## src/rtl/mem_arbiter_pkg.sv

```systemverilog
// Shared types for the icache/dcache AXI bus arbiter.
// Holds the arbiter state encoding and the owner flag values.
package mem_arbiter_pkg;

  typedef enum logic [1:0] {
    IDLE = 2'd0,
    I_RD = 2'd1,
    D_RD = 2'd2,
    D_WR = 2'd3
  } arb_state_t;

  localparam logic OWNER_ICACHE = 1'b0;
  localparam logic OWNER_DCACHE = 1'b1;

endpackage

```

## src/rtl/mem_arbiter.sv

```systemverilog
// Round-robin icache/dcache arbiter for a shared AXI master port.
// Ports: clk, reset (async low); icache_req, dcache_req,
//   dcache_is_write in; icache_grant, dcache_grant out;
//   AR/R/B handshake monitors in; bus_busy, proto_err out.
import mem_arbiter_pkg::*;

module mem_arbiter #(
  parameter int ADDR_W = 64,
  parameter int LEN_W  = 8
) (
  input  logic             clk,
  input  logic             reset,
  input  logic             icache_req,
  input  logic             dcache_req,
  input  logic             dcache_is_write,
  output logic             icache_grant,
  output logic             dcache_grant,
  input  logic             m_axi_arvalid,
  input  logic             m_axi_arready,
  input  logic [LEN_W-1:0] m_axi_arlen,
  input  logic             m_axi_rvalid,
  input  logic             m_axi_rready,
  input  logic             m_axi_rlast,
  input  logic             m_axi_bvalid,
  input  logic             m_axi_bready,
  output logic             bus_busy,
  output logic             proto_err
);

  // The address width only documents the attached bus.
  if (ADDR_W < 1) begin : g_bad_addr_w
    $error("ADDR_W must be positive");
  end

  arb_state_t       state_q, state_d;
  logic             last_owner_q, last_owner_d;
  logic [LEN_W-1:0] beat_cnt_q, beat_cnt_d;
  logic             proto_err_q, proto_err_d;

  logic ar_hs;
  logic r_beat;
  logic b_hs;
  logic pick_d;

  assign ar_hs  = m_axi_arvalid & m_axi_arready;
  assign r_beat = m_axi_rvalid & m_axi_rready;
  assign b_hs   = m_axi_bvalid & m_axi_bready;

  // dcache wins when alone, or on a tie if icache went last.
  assign pick_d = dcache_req &
    (!icache_req || last_owner_q == OWNER_ICACHE);

  always_comb begin
    state_d      = state_q;
    last_owner_d = last_owner_q;
    beat_cnt_d   = beat_cnt_q;
    proto_err_d  = proto_err_q;
    unique case (state_q)
      IDLE: begin
        // Each grant starts with no AR seen yet.
        beat_cnt_d = '0;
        if (pick_d) begin
          state_d      = dcache_is_write ? D_WR : D_RD;
          last_owner_d = OWNER_DCACHE;
        end else if (icache_req) begin
          state_d      = I_RD;
          last_owner_d = OWNER_ICACHE;
        end
      end
      I_RD, D_RD: begin
        if (ar_hs) begin
          beat_cnt_d = m_axi_arlen;
        end else if (r_beat && !m_axi_rlast &&
                     beat_cnt_q != '0) begin
          beat_cnt_d = beat_cnt_q - LEN_W'(1);
        end
        if (r_beat) begin
          if (m_axi_rlast) begin
            // rlast always ends the grant, error or not.
            state_d = IDLE;
            if (beat_cnt_q != '0) proto_err_d = 1'b1;
          end else if (beat_cnt_q == '0) begin
            proto_err_d = 1'b1;
          end
        end
      end
      D_WR: begin
        if (b_hs) state_d = IDLE;
      end
      default: state_d = IDLE;
    endcase
  end

  always_ff @(posedge clk or negedge reset) begin
    if (!reset) begin
      state_q      <= IDLE;
      last_owner_q <= OWNER_ICACHE;
      beat_cnt_q   <= '0;
      proto_err_q  <= 1'b0;
    end else begin
      state_q      <= state_d;
      last_owner_q <= last_owner_d;
      beat_cnt_q   <= beat_cnt_d;
      proto_err_q  <= proto_err_d;
    end
  end

  assign icache_grant = (state_q == I_RD);
  assign dcache_grant = (state_q == D_RD) || (state_q == D_WR);
  assign bus_busy     = (state_q != IDLE);
  assign proto_err    = proto_err_q;

endmodule

```

## config.mk

```make
export PLATFORM = sky130hd
export DESIGN_NAME = mem_arbiter
export DESIGN_NICKNAME = d
export VERILOG_FILES = /design/src/rtl/mem_arbiter_pkg.sv /design/src/rtl/mem_arbiter.sv
export SDC_FILE = /design/constraint.sdc
export NUM_CORES = 1
export LEC_CHECK = 0
export ABC_AREA = 1
export CAP_MARGIN = 10
export CORE_UTILIZATION = 51
export DETAILED_ROUTE_END_ITERATION = 8
export GPL_TIMING_DRIVEN = 0
export PLACE_DENSITY = 0.81
export SYNTH_ARGS = -nofsm -noshare
export SYNTH_HDL_FRONTEND = slang
export SYNTH_SLANG_ARGS = --single-unit
```

## constraint.sdc

```tcl
create_clock -name clk -period 2.91 [get_ports clk]
set_input_delay 0.7275 -clock clk [delete_from_list [all_inputs] [get_ports clk]]
set_output_delay 0.7275 -clock clk [all_outputs]
set_load 0.02 [all_outputs]
```

==> impl_metrics.py, run 1 <==
metrics = {
    "sta": {
        "finalSetupViolCount": 0,
        "max_freq_mhz": 400.8,
        "slew_viol_final": 0,
        "rsz0062_at_grt": "no",
        "fin_worst_skew_ns": 0.008958,
        "hold_slack_ns": 0.4932,
        "hold_viol_final": 0,
        "worstMarginPinSlew_ns": 0.5505,
        "finalCritPeriodShare_pct": 85.74,
        "slew_headroom_pct": 63.19,
        "setup-tns-final_ns": 0,
        "worst_slack_ns": 0.4151,
        "min_period_ns": 2.495,
    },
    "synthesis": {
        "synth_xor_area_share_pct": 1.931,
        "yosysSeqAreaShare_pct": 33.10,
        "synth_edf_count": 0,
        "yosys.area.top_type": "dfrtp_1",
        "yosysMostFrequentCell": "nand2_1",
        "synth_area_per_cell_um2": 6.872,
        "synthAdderAreaFrac_pct": 9.655,
        "ys_ff_latch": 12,
        "synth_cell_type_count": 18,
        "yosysWarnings": 0,
        "synth_flop_cell": "dfrtp_1",
        "synth_area_leaders": "dfrtp_1, nand2_1, nand3_1, ha_1, o21ai_0",
        "synth-compound-area-share_pct": 10.07,
        "synth_common_cells": "nand2_1, nand3_1, inv_1, nor2_1, o21ai_0",
        "yosys.area_share.simple_pct": 38.48,
        "synthesis.area_um2": 907.1,
        "synth_top_family_by_area": "simple AND/OR/NAND/NOR gates",
        "synthMuxAreaShare_pct": 0,
        "yosysTopAreaCellShare_pct": 33.10,
        "ys_async_sr_fraction_pct": 100.0,
        "synthCells": 132,
        "syn-num-nets": 159,
    },
    "final_layout": {
        "area_delta_synth_final_pct": 31.59,
        "postLayoutCoreUtil_pct": 75.71,
        "fill_cells": 115,
        "final_nets": 187,
        "n_antenna_cell": 0,
        "drive_above_1_share_pct": 10.69,
        "final-seq-area_um2": 300.3,
        "multiInputGateArea_um2": 545.5,
    },
    "pwr": {
        "powerDensity_mw_per_mm2": 883.8,
        "p_leak_nw": 0.6144,
        "ir_drop_mv": 0.5547,
    },
    "global_route": {
        "track_usage_pct": 23.76,
        "grt_pass1_vias": 823,
        "grt_max_degree": 13,
        "grt_overflow_total": 0,
        "grt_pass1_wl_mm": 3.408,
        "grt_antenna_before_repair": 0,
    },
    "routing": {
        "antenna_left": 0,
        "initialDrtViolationCount": 30,
        "dr.pass1.iters": 8,
        "vias": 923,
        "post_drt_wl_per_cell_um": 11.71,
        "route.detailed.drc": 1,
        "drt_wl_total_mm": 2.049,
        "vias_per_cell": 5.274,
    },
    "cts": {
        "cts_hold_buffers": 0,
        "clock-sinks": 12,
        "cts_tree": "done",
        "clk_transition_reported_paths_ns": 0.08,
        "cts-resized-gates": 0,
        "numCtsBuffers": 3,
        "insertion_delay_ns": 0.28,
        "cts_setup_buffers": 0,
        "htreeDepth": 1,
        "cts-root-buf": "clkbuf_4",
        "clockBufferDepth": 2,
    },
    "status": {
        "violations": "DRC",
        "status": "finished with violations",
    },
    "critical_path": {
        "critPathKind": "reg -> out",
        "r2r_slack_ns": 1.34,
        "arrival_ns": 1.77,
        "worstPathRequired_ns": 2.18,
        "start_kind": "flip-flop",
        "endpoint_kind": "output port",
        "crit_path_max_fanout": 4,
    },
    "placement": {
        "numPortBuffers": 23,
        "hpwl_mm": 1.531,
        "place.gp.congestion": 0.8497,
        "pre_cts_ws_ns": 0.7158,
    },
    "die": {
        "start_util_pct": 57.54,
        "dieArea_mm2": 0.001951,
        "coreArea_mm2": 0.001577,
        "std_cell_rows": 14,
        "die_w_um": 44.18,
        "io_pins": 24,
        "dieHeight_um": 44.18,
    },
    "flow_run": {
        "drv_cap": 0,
    },
    "worst_hold_path": {
        "hold_path_class": "reg -> reg",
    },
}
## state kept, by name (all words and copies together), names as in the netlist
register	flops
last_owner_q	1
beat_cnt_q	8
proto_err	1
state_q	2
## where the power goes
part	internal, mW	leakage, nW	switching (mW)	total, mW
registers	0.229	0.154	0.0572	0.286
logic	0.254	0.440	0.379	0.633
clock network	0.0762	0.0210	0.0603	0.137
## placed cells by master, fill, tap and decap left out
cell type,n
nor2_1,14
nand3_1,18
xnor2_1,1
clkdlybuf4s50_1,23
nand2_2,3
or2_2,4
clkbuf_8,1
ha_1,7
nor2_2,1
nand2_4,1
xor2_1,1
o21ai_0,13
dfrtp_1,12
clkbuf_4,3
nand4_1,1
o21ai_2,1
a21oi_2,1
a31o_2,1
buf_2,1
inv_1,15
nand2_1,37
## metal layers
| layer | wire, um | track usage (%) | share of wire (%) |
|---|---|---|---|
| met5 | 0 | 0 | 0 |
| met4 | 22 | 9.091 | 1.1 |
| met3 | 104 | 4.490 | 5.1 |
| met1 | 997 | 31.88 | 49 |
| met2 | 924 | 37.94 | 45 |
## kinds of logic (layout without fill, tap and decap cells)
group	Yosys count	after routing
adders and majority gates	7	7
and+or+nand+nor	79	79
DFF	12	12
xor gates and xnor gates	2	2
buffers and inverters	16	43
AOI/OAI and AO/OA	16	16
## path summary, 6_finish.rpt
path	start	end	depth (start not counted)
worst max register to register	state_q[0]$_DFFE_PN0P_	beat_cnt_q[6]$_DFFE_PN0P_	6
max in group asynchronous	reset	beat_cnt_q[4]$_DFFE_PN0P_	1
worst min register to register	proto_err$_DFFE_PN0P_	proto_err$_DFFE_PN0P_	1
worst max-delay path	state_q[0]$_DFFE_PN0P_	dcache_grant	4
min in group asynchronous	reset	beat_cnt_q[3]$_DFFE_PN0P_	1
worst min-delay path	proto_err$_DFFE_PN0P_	proto_err$_DFFE_PN0P_	1
## area by class of cell
class                           instances  area share (%)
Multi-Input combinational cell        104           45.70
Sequential cell                        12           25.16
Timing Repair Buffer                   23           19.29
Inverter                               15           4.717
Clock buffer                            4           3.040
Tap cell                               16           1.677
Buffer                                  1          0.4193
## critical path, cell delays in order, from the launching register on
cell and delay (ns):
dfrtp_1 0.41, inv_1 0.10, ha_1 0.19, or2_2 0.26, clkdlybuf4s50_1 0.53
## through the flow
step / cells / area [um2] / power, mW
CTS: 175 / 1194 / 1.057
finish: 175 / 1194 / 1.055
detailed placement: 171 / 1157 / 0.9161
global route: 175 / 1194 / 1.152
global placement: 171 / 1157 / 0.8957
floorplan: 132 / 907.1 / 0.7345
Power figures use the tool's default switching activity.
==> run 2, diff against run 1 <==
--- a/config.mk
+++ b/config.mk
@@ -6,11 +6,12 @@
 export NUM_CORES = 1
 export LEC_CHECK = 0
 export ABC_AREA = 1
-export CAP_MARGIN = 10
-export CORE_UTILIZATION = 51
+export CAP_MARGIN = 5
+export CORE_UTILIZATION = 65
 export DETAILED_ROUTE_END_ITERATION = 8
+export DONT_BUFFER_PORTS = 1
 export GPL_TIMING_DRIVEN = 0
-export PLACE_DENSITY = 0.81
+export PLACE_DENSITY = 0.79
 export SYNTH_ARGS = -nofsm -noshare
 export SYNTH_HDL_FRONTEND = slang
 export SYNTH_SLANG_ARGS = --single-unit
==> run 2 against run 1 <==
Against the previous run:
- the run now ends clean
- critical path depth down 1
- design area decreased by 21%
- routed wire length is 14% lower
- global-route usage up 2.6 points
- clock skew is 0.0065 ns lower
- clock-buffer cell count down 1
- utilization fell by 2.8 points
- via count is 12% lower
- critical endpoint unchanged
- largest power group unchanged
==> impl_metrics.py, run 2 (synthesis results as in run 1) <==
metrics = {
    "worst_hold_path": {
        "hold_path_class": "in -> async",
    },
    "global_route": {
        "grt_pass1_vias": 657,
        "grt.busiest_layer": "met2",
        "grt_overflow_total": 0,
        "grt_antenna_before_repair": 0,
        "use_met1_pct": 32.51,
        "grt_pass1_wl_mm": 2.656,
        "track_usage_pct": 26.35,
        "grt_max_degree": 13,
        "grt_util_met3_pct": 5.114,
        "grtUsageMet2_pct": 44.58,
    },
    "placement": {
        "hpwl_mm": 1.355,
        "numPortBuffers": 0,
        "post_dp_cell_area_um2": 925.9,
        "place.gp.congestion": 0.8198,
    },
    "die": {
        "io_pins": 24,
        "coreArea_mm2": 0.001301,
        "start_util_pct": 69.71,
        "dieHeight_um": 39.36,
        "dieArea_mm2": 0.001549,
        "std_cell_rows": 13,
        "die_w_um": 39.36,
    },
    "final_layout": {
        "drive_above_1_share_pct": 11.85,
        "final_common_cell": "nand2_1",
        "largest-register": "beat_cnt_q",
        "area_delta_synth_final_pct": 4.552,
        "mostFrequentLayoutCells": "nand2_1, nand3_1, inv_1, nor2_1, o21ai_0",
        "largest_reg_flops": 8,
        "reg_top3": "beat_cnt_q (8), state_q (2)",
        "final_nets": 164,
        "n_antenna_cell": 0,
        "design_area_um2": 948.4,
    },
    "critical_path": {
        "worstPathRequired_ns": 2.18,
        "cp_top_family": "flip-flops",
        "slowest_delay_ns": 0.40,
        "crit_path_max_fanout": 4,
        "crit_slowest_cell": "dfrtp_1",
        "arrival_ns": 1.29,
        "path_buf_inv": 1,
        "critPathKind": "reg -> out",
        "endpoint_kind": "output port",
        "crit_chain": "inv_1, ha_1, or2_2",
        "start_kind": "flip-flop",
    },
    "pwr": {
        "total_power_uw": 931.8,
        "ir_drop_mv": 0.6204,
        "powerDensity_mw_per_mm2": 982.5,
        "p_leak_nw": 0.5175,
    },
    "routing": {
        "antenna_left": 0,
        "drt_wl_total_mm": 1.757,
        "vias": 811,
        "initialDrtViolationCount": 20,
        "vias_per_cell": 5.407,
        "dr.pass1.iters": 4,
        "route.detailed.drc": 0,
        "post_drt_wl_per_cell_um": 11.71,
    },
    "cts": {
        "insertion_delay_ns": 0.27,
        "cts-root-buf": "clkbuf_4",
        "cts_setup_buffers": 0,
        "cts-resized-gates": 0,
        "cts_tree": "done",
        "clock-sinks": 12,
        "cts_hold_buffers": 0,
        "clockBufferDepth": 2,
        "clk_transition_reported_paths_ns": 0.08,
        "htreeDepth": 1,
        "numCtsBuffers": 3,
    },
    "sta": {
        "setup-tns-final_ns": 0,
        "fin_worst_skew_ns": 0.002438,
        "hold_viol_final": 0,
        "worstMarginPinSlew_ns": 0.3133,
        "finalCritPeriodShare_pct": 69.38,
        "slew_viol_final": 0,
        "min_period_ns": 2.019,
        "max_freq_mhz": 495.3,
        "finalSetupViolCount": 0,
        "rsz0062_at_grt": "no",
        "slew_headroom_pct": 79.11,
    },
    "flow_run": {
        "drv_cap": 0,
    },
    "status": {
        "status": "finished clean",
    },
}
==> run 2: changes by cell type in the layout (fill, tap and decap cells not counted), sizes merged <==
cell,change
clkbuf,-1
clkdlybuf4s50,-23
==> run 2: cell type report <==
cell class	instances	area (um2)
flip-flops and latches	12	300.3
clock buffers	3	22.52
multi-input cells	104	545.5
inverters	15	56.30
plain buffers	1	5.005
fillers	121	352.8
well taps	15	18.77
==> run 2: metal layers <==
metal	routed length, um	vias up
met5	0	-
met4	24	0
met3	89	4
met2	809	24
met1	834	356
li1	-	427
==> run 2: power by group <==
part | internal (mW) | leakage, nW | total, mW | switching, mW
Combinational | 0.188 | 0.350 | 0.531 | 0.343
Sequential | 0.229 | 0.154 | 0.296 | 0.0672
Clock | 0.0479 | 0.0138 | 0.105 | 0.0567
==> run 2: final timing paths <==
| kind | cells past startpoint | to | slack, ns | startpoint |
|---|---|---|---|---|
| max | 3 | dcache_grant | 0.89 | state_q[0]$_DFFE_PN0P_ |
| min | 0 | beat_cnt_q[4]$_DFFE_PN0P_ | 0.14 | reset |
| max reg2reg | 6 | beat_cnt_q[7]$_DFFE_PN0P_ | 1.37 | state_q[1]$_DFFE_PN0P_ |
| min reg2reg | 2 | last_owner_q$_DFFE_PN0P_ | 0.52 | last_owner_q$_DFFE_PN0P_ |
| max in group asynchronous | 0 | beat_cnt_q[0]$_DFFE_PN0P_ | 2.70 | reset |
| min in group clk | 2 | last_owner_q$_DFFE_PN0P_ | 0.52 | last_owner_q$_DFFE_PN0P_ |
==> run 2: worst register-to-register path, cell delays in order (launching register included) <==
cell     delay [ns]
dfrtp_1        0.40
inv_1          0.10
ha_1           0.38
inv_1          0.13
a21oi_2        0.28
nand3_1        0.11
nand2_1        0.08
==> run 2: metrics by stage <==
step                      setup WS [ns]  util (%)  hold WS [ns]  instances
after floorplan                   1.238         -        0.4319        132
after global placement            1.211     71.15        0.4321        147
after detailed placement          1.182     71.15        0.4322        147
after CTS                        0.8834     72.88        0.1423        150
after global routing             0.8243     72.88        0.1288        150
final                            0.8910     72.88        0.1411        150
